**config.mk**
```make
export PLATFORM = sky130hd
export DESIGN_NAME = mem_arbiter
export DESIGN_NICKNAME = d
export VERILOG_FILES = /design/src/rtl/mem_arbiter.sv
export SDC_FILE = /design/constraint.sdc
export NUM_CORES = 1
export LEC_CHECK = 0
export BUFFER_PORTS_ARGS = -buffer_cell sky130_fd_sc_hd__buf_2
export CAP_MARGIN = 30
export CORE_MARGIN = 3
export CORE_UTILIZATION = 43
export DETAILED_ROUTE_END_ITERATION = 8
export GPL_ROUTABILITY_DRIVEN = 0
export PLACE_DENSITY = 0.87
export REMOVE_ABC_BUFFERS = 1
export SLEW_MARGIN = 40
export SYNTH_ARGS = -nofsm -noshare
export SYNTH_HDL_FRONTEND = slang
export SYNTH_SLANG_ARGS = --single-unit
```
**constraint.sdc**
```tcl
create_clock -name clk -period 3.9 [get_ports clk]
set_input_delay 0.78 -clock clk [delete_from_list [all_inputs] [get_ports clk]]
set_output_delay 0.78 -clock clk [all_outputs]
set_load 0.05 [all_outputs]
```
**src/rtl/mem_arbiter.sv**
```systemverilog
// Two-port (instruction fetch / data) arbiter driving one asynchronous SRAM interface.
// Define ARB_ROUND_ROBIN_EN for alternating priority on contention; default is fixed data-port priority.
module mem_arbiter #(
    parameter int RD_WAIT = 1
) (
    input  logic        clk,
    input  logic        rst,

    input  logic        if_req,
    input  logic [31:0] if_addr,
    output logic        if_ack,
    output logic [31:0] if_rdata,

    input  logic        mem_req,
    input  logic        mem_we,
    input  logic        mem_byte,
    input  logic [31:0] mem_addr,
    input  logic [31:0] mem_wdata,
    output logic        mem_ack,
    output logic [31:0] mem_rdata,

    output logic        ram_sel,
    output logic [19:0] ram_addr,
    output logic [3:0]  ram_be_n,
    output logic        ram_ce_n,
    output logic        ram_oe_n,
    output logic        ram_we_n,
    output logic [31:0] ram_wdata,
    output logic        ram_data_oe,
    input  logic [31:0] ram_rdata
);

    typedef enum logic [2:0] {
        IDLE,
        RD,
        WR_SETUP,
        WR_PULSE,
        WR_HOLD,
        DONE
    } state_t;

    state_t      state, state_nxt;
    logic [2:0]  wait_cnt;
    logic [21:0] addr_q;
    logic [31:0] wdata_q;
    logic        we_q;
    logic        byte_q;
    logic        id_q;        // 1: data port owns the access, 0: fetch port
    logic        grant;
    logic        grant_mem;
    logic        rd_last;
    logic [7:0]  rd_byte;
    logic [31:0] rd_word;
    logic        unused_addr_hi;

    assign unused_addr_hi = ^{if_addr[31:22], mem_addr[31:22]};

`ifdef ARB_ROUND_ROBIN_EN
    logic prio_mem;

    assign grant_mem = mem_req && (!if_req || prio_mem);

    always_ff @(posedge clk or posedge rst) begin
        if (rst)
            prio_mem <= 1'b1;
        else if (grant)
            prio_mem <= !grant_mem;
    end
`else
    assign grant_mem = mem_req;
`endif

    assign grant   = (state == IDLE) && (if_req || mem_req);
    assign rd_last = (state == RD) && (wait_cnt == 3'd0);

    always_comb begin
        rd_byte = ram_rdata[{addr_q[1:0], 3'b000} +: 8];
        rd_word = byte_q ? {{24{rd_byte[7]}}, rd_byte} : ram_rdata;
    end

    always_ff @(posedge clk or posedge rst) begin
        if (rst)
            state <= IDLE;
        else
            state <= state_nxt;
    end

    always_ff @(posedge clk or posedge rst) begin
        if (rst) begin
            addr_q   <= '0;
            wdata_q  <= '0;
            we_q     <= 1'b0;
            byte_q   <= 1'b0;
            id_q     <= 1'b0;
            wait_cnt <= '0;
        end else if (grant) begin
            id_q     <= grant_mem;
            addr_q   <= grant_mem ? mem_addr[21:0] : if_addr[21:0];
            we_q     <= grant_mem && mem_we;
            byte_q   <= grant_mem && mem_byte;
            wdata_q  <= (grant_mem && mem_byte) ? {4{mem_wdata[7:0]}} : mem_wdata;
            wait_cnt <= 3'(RD_WAIT);
        end else if (state == RD && wait_cnt != 3'd0) begin
            wait_cnt <= wait_cnt - 3'd1;
        end
    end

    // Read data registers only change when a read for that port finishes.
    always_ff @(posedge clk or posedge rst) begin
        if (rst) begin
            if_rdata  <= '0;
            mem_rdata <= '0;
        end else if (rd_last) begin
            if (id_q)
                mem_rdata <= rd_word;
            else
                if_rdata  <= rd_word;
        end
    end

    always_comb begin
        state_nxt   = state;
        ram_ce_n    = 1'b1;
        ram_oe_n    = 1'b1;
        ram_we_n    = 1'b1;
        ram_be_n    = 4'b1111;
        ram_data_oe = 1'b0;
        if_ack      = 1'b0;
        mem_ack     = 1'b0;

        case (state)
            IDLE: begin
                if (grant)
                    state_nxt = (grant_mem && mem_we) ? WR_SETUP : RD;
            end
            RD: begin
                ram_ce_n = 1'b0;
                ram_oe_n = 1'b0;
                ram_be_n = byte_q ? ~(4'b0001 << addr_q[1:0]) : 4'b0000;
                if (wait_cnt == 3'd0)
                    state_nxt = DONE;
            end
            WR_SETUP, WR_PULSE, WR_HOLD: begin
                ram_ce_n    = 1'b0;
                ram_data_oe = 1'b1;
                ram_be_n    = byte_q ? ~(4'b0001 << addr_q[1:0]) : 4'b0000;
                if (state == WR_SETUP)
                    state_nxt = WR_PULSE;
                else if (state == WR_PULSE) begin
                    ram_we_n  = 1'b0;
                    state_nxt = WR_HOLD;
                end else
                    state_nxt = DONE;
            end
            DONE: begin
                if_ack    = !id_q;
                mem_ack   = id_q;
                state_nxt = IDLE;
            end
            default: state_nxt = IDLE;
        endcase
    end

    assign ram_sel   = addr_q[20];
    assign ram_addr  = addr_q[21:2];
    assign ram_wdata = wdata_q;

endmodule

```
=== After elaboration in Yosys (flattened, before gate mapping) ===
Index checks and enable logic that the tools add are counted.

* Register bits: 126
* Input port bits: 134

* Add/subtract/negate cells: 1
* Equality and inequality tests: 7
* Shift-type cells: 2
* Multiplexer cells: 21
* Bitwise operators: 2
* Reduce and logical (&&, ||, !) cells: 16

{| class="wikitable"
|+ Operator list
! cell !! number
|-
| 2-to-1 mux 32 bit || 2
|-
| indexed part select 32 x 6 -> 8 bit || 1
|-
| 2-to-1 mux 22 bit || 1
|-
| 2-to-1 mux 3 bit || 5
|-
| 2-to-1 mux 1 bit || 9
|-
| one-hot mux 3 bit (3 select lines) || 1
|-
| 2-to-1 mux 4 bit || 2
|-
| == test 3 x 2 -> 1 bit (second input constant) || 2
|-
| == test 3 bit (second input constant) || 2
|-
| logical NOT 3 bit || 2
|-
| AND reduction 2 bit || 3
|-
| logical AND 1 bit || 5
|-
| inverter 4 bit || 1
|-
| OR reduction 4 bit || 1
|-
| << shifter 1 x 2 -> 4 bit (first input constant) || 1
|-
| == test 3 x 1 -> 1 bit (second input constant) || 1
|-
| nonzero test 3 bit || 1
|-
| OR reduction 3 bit || 1
|-
| subtractor 3 x 1 -> 3 bit (second input constant) || 1
|-
| 2-to-1 mux 2 bit || 1
|-
| inequality test 2 x 1 -> 1 bit (second input constant) || 1
|-
| inequality test 2 bit (second input constant) || 1
|-
| nonzero test 2 bit || 1
|-
| logical NOT 1 bit || 1
|-
| 2 further kinds || 2
|}

=== Longest topological paths before layout ===
Gate-level depths: netlist (run 1).

* Depth after elaboration: 4
* Gate-level depth with buffers: 7

=== Least setup slack after synthesis (run 1) ===
OpenSTA, ideal clock, no wires.

* Path kind: reg2out
* From: register state[1]
* To: output if_ack
* Arrival time: 2,080 ps
* Setup slack: 1,040 ps
* Stages on the path, launching flop included: 3
* Cells stage by stage: dfrtp_1 buf_2 nor4bb_1

* Cells in the longest elaborated chain, start to end: 2

{| class="wikitable"
|+ RTL lines
! element !! RTL line !! text
|-
| from (decl) || 42 || <nowiki>state_t state, state_nxt;</nowiki>
|-
| from (signal assigned) || 85 || <nowiki>state <= state_nxt;</nowiki>
|-
| == test 3 bit || 131 || <nowiki>case (state)</nowiki>
|-
| 2-to-1 mux 1 bit || 131 ||
|-
| to (decl) || 11 || <nowiki>output logic if_ack,</nowiki>
|}

Every way passes these cells.

=== Worst setup path after layout (run 1) ===
* From: register state[1]
* To: output ram_be_n[1]

* Cells in the longest elaborated chain, start to end: 3
* Elaborated cells on any way between the ends: 6

{| class="wikitable"
|+ RTL lines
! element !! RTL line !! text
|-
| == test 3 x 1 -> 1 bit (tied with other cells) || 131 ||
|-
| OR reduction 4 bit (no line) * || -- ||
|-
| 2-to-1 mux 4 bit * || -- ||
|-
| to (decl) || 24 || <nowiki>output logic [3:0] ram_be_n,</nowiki>
|}

Mark *: on every way between the ends. The rest lies on a longest branch, timed or not.

==> results of run 1 <==
path summary, 6_finish.rpt:
kind / startpoint / endpoint / cells past startpoint
max in group asynchronous: rst / wait_cnt[2]$_DFFE_PP0P_ / 3
worst min register to register: ram_wdata[0]$_DFFE_PP0P_ / ram_wdata[0]$_DFFE_PP0P_ / 1
worst min-delay path: rst / if_rdata[3]$_DFFE_PP0P_ / 2
min in group clk: ram_wdata[0]$_DFFE_PP0P_ / ram_wdata[0]$_DFFE_PP0P_ / 1
worst max register to register: state[0]$_DFFE_PP0P_ / mem_rdata[9]$_DFFE_PP0P_ / 5
worst max-delay path: state[1]$_DFFE_PP0P_ / ram_be_n[1] / 4
worst max-delay path, cell delays in order (launching register included):
cell and delay (ns):
sky130_fd_sc_hd__dfrtp_1 0.58, sky130_fd_sc_hd__nor3_2 0.16, sky130_fd_sc_hd__nor2_1 0.51, sky130_fd_sc_hd__o21ai_0 0.20, sky130_fd_sc_hd__buf_2 0.26
registers in the layout (all words and copies together), names as in the netlist:
register and cells:
ram_wdata 32, addr_q 22, if_rdata 32, wait_cnt 3, mem_rdata 32, byte_q 1
id_q 1, state 3
cell type report:
| cell class | instances | area share |
|---|---|---|
| clock inverters | 15 | 0.02737 |
| flip-flops and latches | 126 | 0.4082 |
| inverters | 7 | 0.003725 |
| well taps | 176 | 0.02851 |
| repair buffers | 254 | 0.1733 |
| clock buffers | 17 | 0.05507 |
| multi-input cells | 380 | 0.3035 |
| diodes | 1 | 0.0003239 |
report_power, final:
| group | leakage, nW | total (mW) | switching, mW | internal [mW] |
|---|---|---|---|---|
| clock network | 0.302 | 1.70 | 0.622 | 1.08 |
| logic | 1.88 | 4.43 | 3.42 | 1.02 |
| registers | 1.43 | 2.26 | 0.377 | 1.88 |
| total | 3.61 | 8.39 | 4.42 | 3.98 |
through the flow:
stage,instance area [um2],cells,util,TNS [ns]
detailed placement,7048,941,0.5301,0
finish,7725,976,0.5810,0
floorplan,5492,513,-,-29.73
global route,7722,975,0.5808,0
global placement,7048,941,0.5301,0
CTS,7685,973,0.5780,0
placed cells by master (no fill, tap or decap), drive strengths merged:
cell	netlist	routed
buf	44	254
dfrtp	126	126
o21ai	101	101
a21oi	90	90
a31oi	64	64
nand2	31	31
mux2i	23	23
clkbuf	33	17
mux2	15	15
inv	7	11
and3	9	9
a22oi	7	7
a32oi	7	7
nor2	5	5
nor2b	4	4
bufinv	0	4
clkinv	0	4
nand3	3	3
clkinvlp	0	3
nor3	3	3
and2	2	2
ha	2	2
nor3b	2	2
diode	0	1
and3b	1	1
mux4	1	1
nand2b	1	1
or3	1	1
o21a	1	1
and4	1	1
nor4bb	1	1
a22o	1	1
o22ai	1	1
a311oi	1	1
a21o	1	1
a221oi	1	1
routing by layer:
| metal | global-route usage | vias up | share of wire |
|---|---|---|---|
| li1 | - | 2560 | - |
| met1 | 0.2880 | 2742 | 0.38 |
| met2 | 0.3915 | 366 | 0.48 |
| met3 | 0.07823 | 66 | 0.10 |
| met4 | 0.1349 | 0 | 0.045 |
| met5 | 0 | - | 0 |
cells in the mapped netlist, types with 2 or more instances:
cell	number	share of area
sky130_fd_sc_hd__a21oi_1	90	0.077
sky130_fd_sc_hd__a31oi_1	64	0.068
sky130_fd_sc_hd__nand3_1	3	0.0026
sky130_fd_sc_hd__ha_1	2	0.0043
sky130_fd_sc_hd__nor3_2	2	0.0034
sky130_fd_sc_hd__nor2_1	4	0.0026
sky130_fd_sc_hd__o21ai_0	78	0.066
sky130_fd_sc_hd__nand2_1	31	0.020
sky130_fd_sc_hd__a22oi_1	7	0.0089
sky130_fd_sc_hd__buf_2	18	0.015
sky130_fd_sc_hd__a32oi_1	7	0.010
sky130_fd_sc_hd__and3_1	9	0.0096
sky130_fd_sc_hd__dfrtp_1	126	0.54
sky130_fd_sc_hd__buf_4	22	0.028
sky130_fd_sc_hd__and2_1	2	0.0021
sky130_fd_sc_hd__mux2i_1	23	0.039
sky130_fd_sc_hd__inv_2	2	0.0013
sky130_fd_sc_hd__o21ai_1	23	0.020
sky130_fd_sc_hd__buf_1	4	0.0026
sky130_fd_sc_hd__clkbuf_1	33	0.021
sky130_fd_sc_hd__nor2b_1	4	0.0043
sky130_fd_sc_hd__inv_1	5	0.0032
sky130_fd_sc_hd__mux2_2	14	0.027
kinds of logic after synthesis:
group	Yosys count	synth area share
muxes	39	0.07164
buffers and inverters	84	0.07143
and+or+nand+nor	64	0.05910
AOI/OAI and AO/OA	275	0.2579
DFF	126	0.5357
adders and majority gates	2	0.004251
==> parameters.txt, run 1 <==
Parameter                              Value

Floorplanning
  Std-Cell Rows ... 42
  I/O pin count ... between 200 and 300
  Initial Utilization ... 0.4427
  Die ar. ... ~15000 um2
  Core Box Area ... between 10000 and 15000 um2
  Width of the chip ... 123.0 um
  Vertical die dimension ... between 100 and 150 um

Clock tree
  Max clock buf depth ... 2
  Level count of the clock H-tree ... 4
  TritonCTS clock tree ... done
  Number of setup buffers added after CTS ... 0
  Clock root buffer ... sky130_fd_sc_hd__clkbuf_16
  CTS Hold Bufs ... 0
  Sinks on the clock net ... around 130
  Clk slew on worst S/H paths ... around 0.06 ns
  Resized cells post-CTS ... 0
  TritonCTS Buffers ... 17
  Clock latency on the worst-skew pair ... slightly above 0.4 ns

Cells and area
  Combined area of the multi-input logic cells ... ~2300 um2
  Combined flip-flop and latch cell area ... 3153 um2
  Filler cell count in the final layout ... 1084
  Layout cells sized above 1 ... 0.3917
  Area added between synthesis and finish ... 31.25%
  Final net count ... slightly above 900

Place
  Post-Place Setup Slack ... between 1 and 1.5 ns
  Post-DP HPWL ... 12.78 mm
  Count of port buffers added during placement ... 240

Critical path
  Nature of the critical path startpoint ... flop
  Type of the setup path with the least slack ... reg -> out
  Reg-to-reg setup timing slack ... 1.57 ns
  Sort of element at the end of the critical path ... primary output
  Arr. time, crit path ... roughly 2.1 ns
  Maximum fanout along the worst path ... 11
  Crit path required time ... ~3.1 ns

GRT
  Number of antenna violations at the first check in global routing ... 0
  Total routing usage reported by global routing ... 0.2430
  Largest net degree at the start of global routing ... 70
  Number of global-route vias before repair ... 5365
  Global-route wire length before repair ... about 28 mm
  Overflow left after global routing ... 0

Timing
  Post-route minimum period ... approximately 2.9 ns
  Final worst slack ... roughly 1 ns
  Total count of hold-check failures in the final report ... 0
  Setup repair after global routing missed its margin ... false
  Slew Limit Fails ... 0
  Clock skew after layout ... around 0.0098 ns
  Least-Margin Pin Slew ... ~0.84 ns
  Final setup viols ... 0
  Relative slew slack ... 0.4398
  Fin Hold WS ... 0.3215 ns
  Achievable clock frequency ... 344.1 MHz
  Final period util ... 0.7452

Job
  Max-cap check violation count ... 0

Yosys
  Average instance area after synthesis ... approximately 10 um2
  Sequential area share after synthesis ... 0.5357
  Most common flop cell mapped by yosys ... sky130_fd_sc_hd__dfrtp_1
  Syn Std Cell Area ... 5886 um2
  Netlist cell types ... 40
  FFs w/ async S/R, synth ... 1.000
  Number of instances in the synthesized netlist ... a little under 600
  Yosys warns ... 0
  Post-synth EDFFs ... 0
  Seq cells post-synth ... 126

Route
  Number of vias after detailed routing ... roughly 5700
  Average wire per standard cell ... 19.51 um
  Detailed-route wire length ... around 19 mm
  DR vias/cell ... about 5.9
  Pre-Repair DR Iteration Count ... 5
  Starting DRC count in detailed routing ... between 500 and 600
  Number of remaining DRC errors ... 0
  Number of nets still failing antenna checks after routing ... 0

Status
  Run status ... complete, no violations

Power and ir drop
  Power density over cell area ... between 1000 and 1500 nW/um2
  Highest ir drop seen on vdd ... 980.3 uV
  Standby leakage power ... between 3 and 4 nW
  Power consumption ... 8.393 mW

Min path
  Class of the tightest hold or removal check ... in -> async
Note: power is estimated with default switching activity, not from simulation.
==> run 2, diff against run 1 <==
clock period = 2.5 ns   (was 3.9 ns; I/O delays follow)
==> run 2 against run 1 <==
- setup slack worse by 0.92 ns
- combinational power up 58%
- register-to-register slack worse by 1.1 ns
- first-iteration DRC count down 8.9%
- cell area down 0.52%
- hold slack worse by 0.28 ns
- largest cell class unchanged
- count of clock-buffer cells in the layout up 2
- global-route usage down 0.056 points
- core utilization down 0.30 points
- die area unchanged
- flip-flop and latch count unchanged
- wire length down 0.81%
- largest power group unchanged
- critical path type unchanged
==> parameters.txt, run 2 (synthesis gave the netlist of run 1 again) <==
Parameter                              Value

Clock tree
  Clock latency on the worst-skew pair ... 0.41 ns (about the same)
  CTS Hold Bufs ... 0 (unchanged)
  TritonCTS clock tree ... done
  Clock root buffer ... sky130_fd_sc_hd__clkbuf_16
  Clk slew on worst S/H paths ... 0.06 ns (about the same)
  TritonCTS Buffers ... 17 (unchanged)
  Max clock buf depth ... 2 (unchanged)
  Sinks on the clock net ... 126 (unchanged)
  Level count of the clock H-tree ... 4 (unchanged)

Timing
  Relative slew slack ... 0.6627 (+0.2229)
  Total count of hold-check failures in the final report ... 0 (unchanged)
  Clock skew after layout ... 0.006859 ns (-0.002930 ns)
  Setup repair after global routing missed its margin ... false
  Least-Margin Pin Slew ... 0.5060 ns (-0.3323 ns)
  Achievable clock frequency ... 412.5 MHz
  Final setup viols ... 0 (unchanged)
  Slew Limit Fails ... 0 (unchanged)
  Post-route minimum period ... around 2.4 ns
  Summed negative setup slack over all endpoints ... 0 ns (unchanged)
  Final period util ... 0.9697

Power and ir drop
  Power density over cell area ... 1658 nW/um2 (+53%)
  Relative contribution of the clock network to total power ... 0.175 (-0.028)
  Switching component of the power ... 6.831 mW (+55%)
  Power consumption ... 12.74 mW (+52%)
  Highest ir drop seen on vdd ... 1558 uV (+59%)
  Standby leakage power ... 3.580 nW (-0.75%)
  Switching part of the total ... 0.5361 (+0.009830)
  Part of the power in combinational logic ... 0.550 (+0.022)
  Portion of total power attributed to sequential cells ... 0.275 (+0.006)
  Internal portion of total power ... 5.911 mW (+49%)

Status
  Run status ... complete, no violations

Critical path
  Sort of element at the end of the critical path ... primary output
  Type of the setup path with the least slack ... reg -> out
  Nature of the critical path startpoint ... flop
  Arr. time, crit path ... 1.92 ns (-0.21 ns)
  Crit path required time ... 2.00 ns (-1.12 ns)
  Slowest-stage cell, CP ... sky130_fd_sc_hd__dfrtp_1
  Critical path, cell by cell ... nor3_2 -> nor2_2 -> buf_4 -> o21ai_0 -> buf_2
  Delay of the slowest cell on the worst path ... 0.50 ns (-0.08 ns)
  Maximum fanout along the worst path ... 10 (-1)

Min path
  Class of the tightest hold or removal check ... in -> async

Cells and area
  Commonest cells after routing, fill and taps aside ... sky130_fd_sc_hd__buf_2, sky130_fd_sc_hd__dfrtp_1, sky130_fd_sc_hd__a21oi_1
  Final net count ... 924 (+0.22%)
  Most frequent standard cell in the layout excluding fill and tap cells ... sky130_fd_sc_hd__buf_2
  Core utilization of the finished layout ... 0.5780 (-0.003012)
  Combined flip-flop and latch cell area ... 3156 um2 (about the same)
  Area added between synthesis and finish ... 30.57%
  Combined area of the multi-input logic cells ... 2350 um2 (+0.21%)
  Layout cells sized above 1 ... 0.3983 (+0.006513)
  Area of all placed cells without fillers ... 7685 um2 (-0.52%)
  Filler cell count in the final layout ... 1139 (+5.1%)

Route
  Detailed-route wire length ... 18.89 mm (-0.81%)
  DR vias/cell ... 5.890 (+0.25%)
  Number of remaining DRC errors ... 0 (unchanged)
  Pre-Repair DR Iteration Count ... 5 (unchanged)
  Number of nets still failing antenna checks after routing ... 0 (unchanged)
  Starting DRC count in detailed routing ... 512 (-8.9%)
  Average wire per standard cell ... 19.31 um (-1.0%)
  Number of vias after detailed routing ... 5760 (+0.45%)

Place
  Post-detailed-placement cell area ... 7128 um2 (+1.1%)
  Count of port buffers added during placement ... 240 (unchanged)
  Post-DP HPWL ... 13.06 mm (+2.1%)

Floorplanning
  Std-Cell Rows ... 42 (unchanged)
  Die ar. ... 15130 um2 (unchanged)
  I/O pin count ... 261 (unchanged)
  Core Box Area ... 13300 um2 (unchanged)
  Initial Utilization ... 0.4427 (unchanged)
  Vertical die dimension ... 123.0 um (unchanged)
  Width of the chip ... 123.0 um (unchanged)

GRT
  Overflow left after global routing ... 0 (unchanged)
  GR met3 Demand/Resource ... 0.06313 (-0.01510)
  Busiest layer in global routing ... met2
  Global-route wire length before repair ... 28.25 mm (+0.64%)
  Number of antenna violations at the first check in global routing ... 1 (+1)
  Number of global-route vias before repair ... 5452 (+1.6%)
  Largest net degree at the start of global routing ... 66 (-5.7%)
  Met2 track utilization from global routing ... 0.4042 (+0.01264)
  Total routing usage reported by global routing ... 0.2424 (-0.0005639)
  Global-route met1 utilization ... 0.2932 (+0.005141)

Job
  Max-cap check violation count ... 0 (unchanged)
[run 2: what timing repair did]
item                       in CTS  in global routing
resized for setup               2                  2
setup buffers                   0                  0
setup endpoints to repair       3                  4
[run 2: final timing paths]
check | startpoint | endpoint | slack, ns | cells past startpoint
min in group clk | mem_wdata[5] | ram_wdata[5]$_DFFE_PP0P_ | 0.34 | 2
min reg2reg | ram_wdata[0]$_DFFE_PP0P_ | ram_wdata[0]$_DFFE_PP0P_ | 0.49 | 1
max | state[2]$_DFFE_PP0P_ | ram_be_n[2] | 0.08 | 5
min | rst | addr_q[13]$_DFFE_PP0P_ | 0.04 | 2
max in group asynchronous | rst | if_rdata[0]$_DFFE_PP0P_ | 1.82 | 3
max reg2reg | state[2]$_DFFE_PP0P_ | ram_wdata[1]$_DFFE_PP0P_ | 0.50 | 3
[run 2: per-layer routing]
layer,vias up,part of all wire
met5,-,0.00069
met4,2,0.037
li1,2551,-
met1,2784,0.37
met3,55,0.095
met2,368,0.49
[run 2: critical path: cells and delay by family (launching register included)]
kind	cells	cell delay [ns]
AO/OA/AOI/OAI	1	0.14
buffers and inverters	2	0.48
flip-flops	1	0.50
AND/OR/NAND/NOR	2	0.39
[run 2: through the flow]
stage / hold WS, ns / setup slack [ns] / instances
final: 0.04369 / 0.07571 / 978
after global routing: 0.04869 / 0.002211 / 977
after CTS: 0.03546 / 0.009273 / 977
after detailed placement: 0.4781 / 0.3519 / 945
after global placement: 0.4700 / 0.3679 / 945
after floorplan: 0.4887 / -1.356 / 513
[run 2: cell type report]
cell class | count | share of cell area
diodes | 1 | 0.0003256
flip-flops and latches | 126 | 0.4106
inverters | 7 | 0.003745
repair buffers | 256 | 0.1801
clock inverters | 13 | 0.01189
clock buffers | 19 | 0.05894
well taps | 176 | 0.02866
multi-input cells | 380 | 0.3058
[run 2: power by group through the flow]
| stage | clock network (mW) | logic, mW | registers (mW) |
|---|---|---|---|
| after detailed placement | 0 | 7.02 | 3.50 |
| after global placement | 0 | 6.90 | 3.48 |
| after CTS | 2.27 | 7.03 | 3.50 |
| final | 2.23 | 7.00 | 3.51 |
| after global routing | 2.35 | 7.41 | 3.61 |
| after floorplan | 0 | 2.14 | 6.30 |
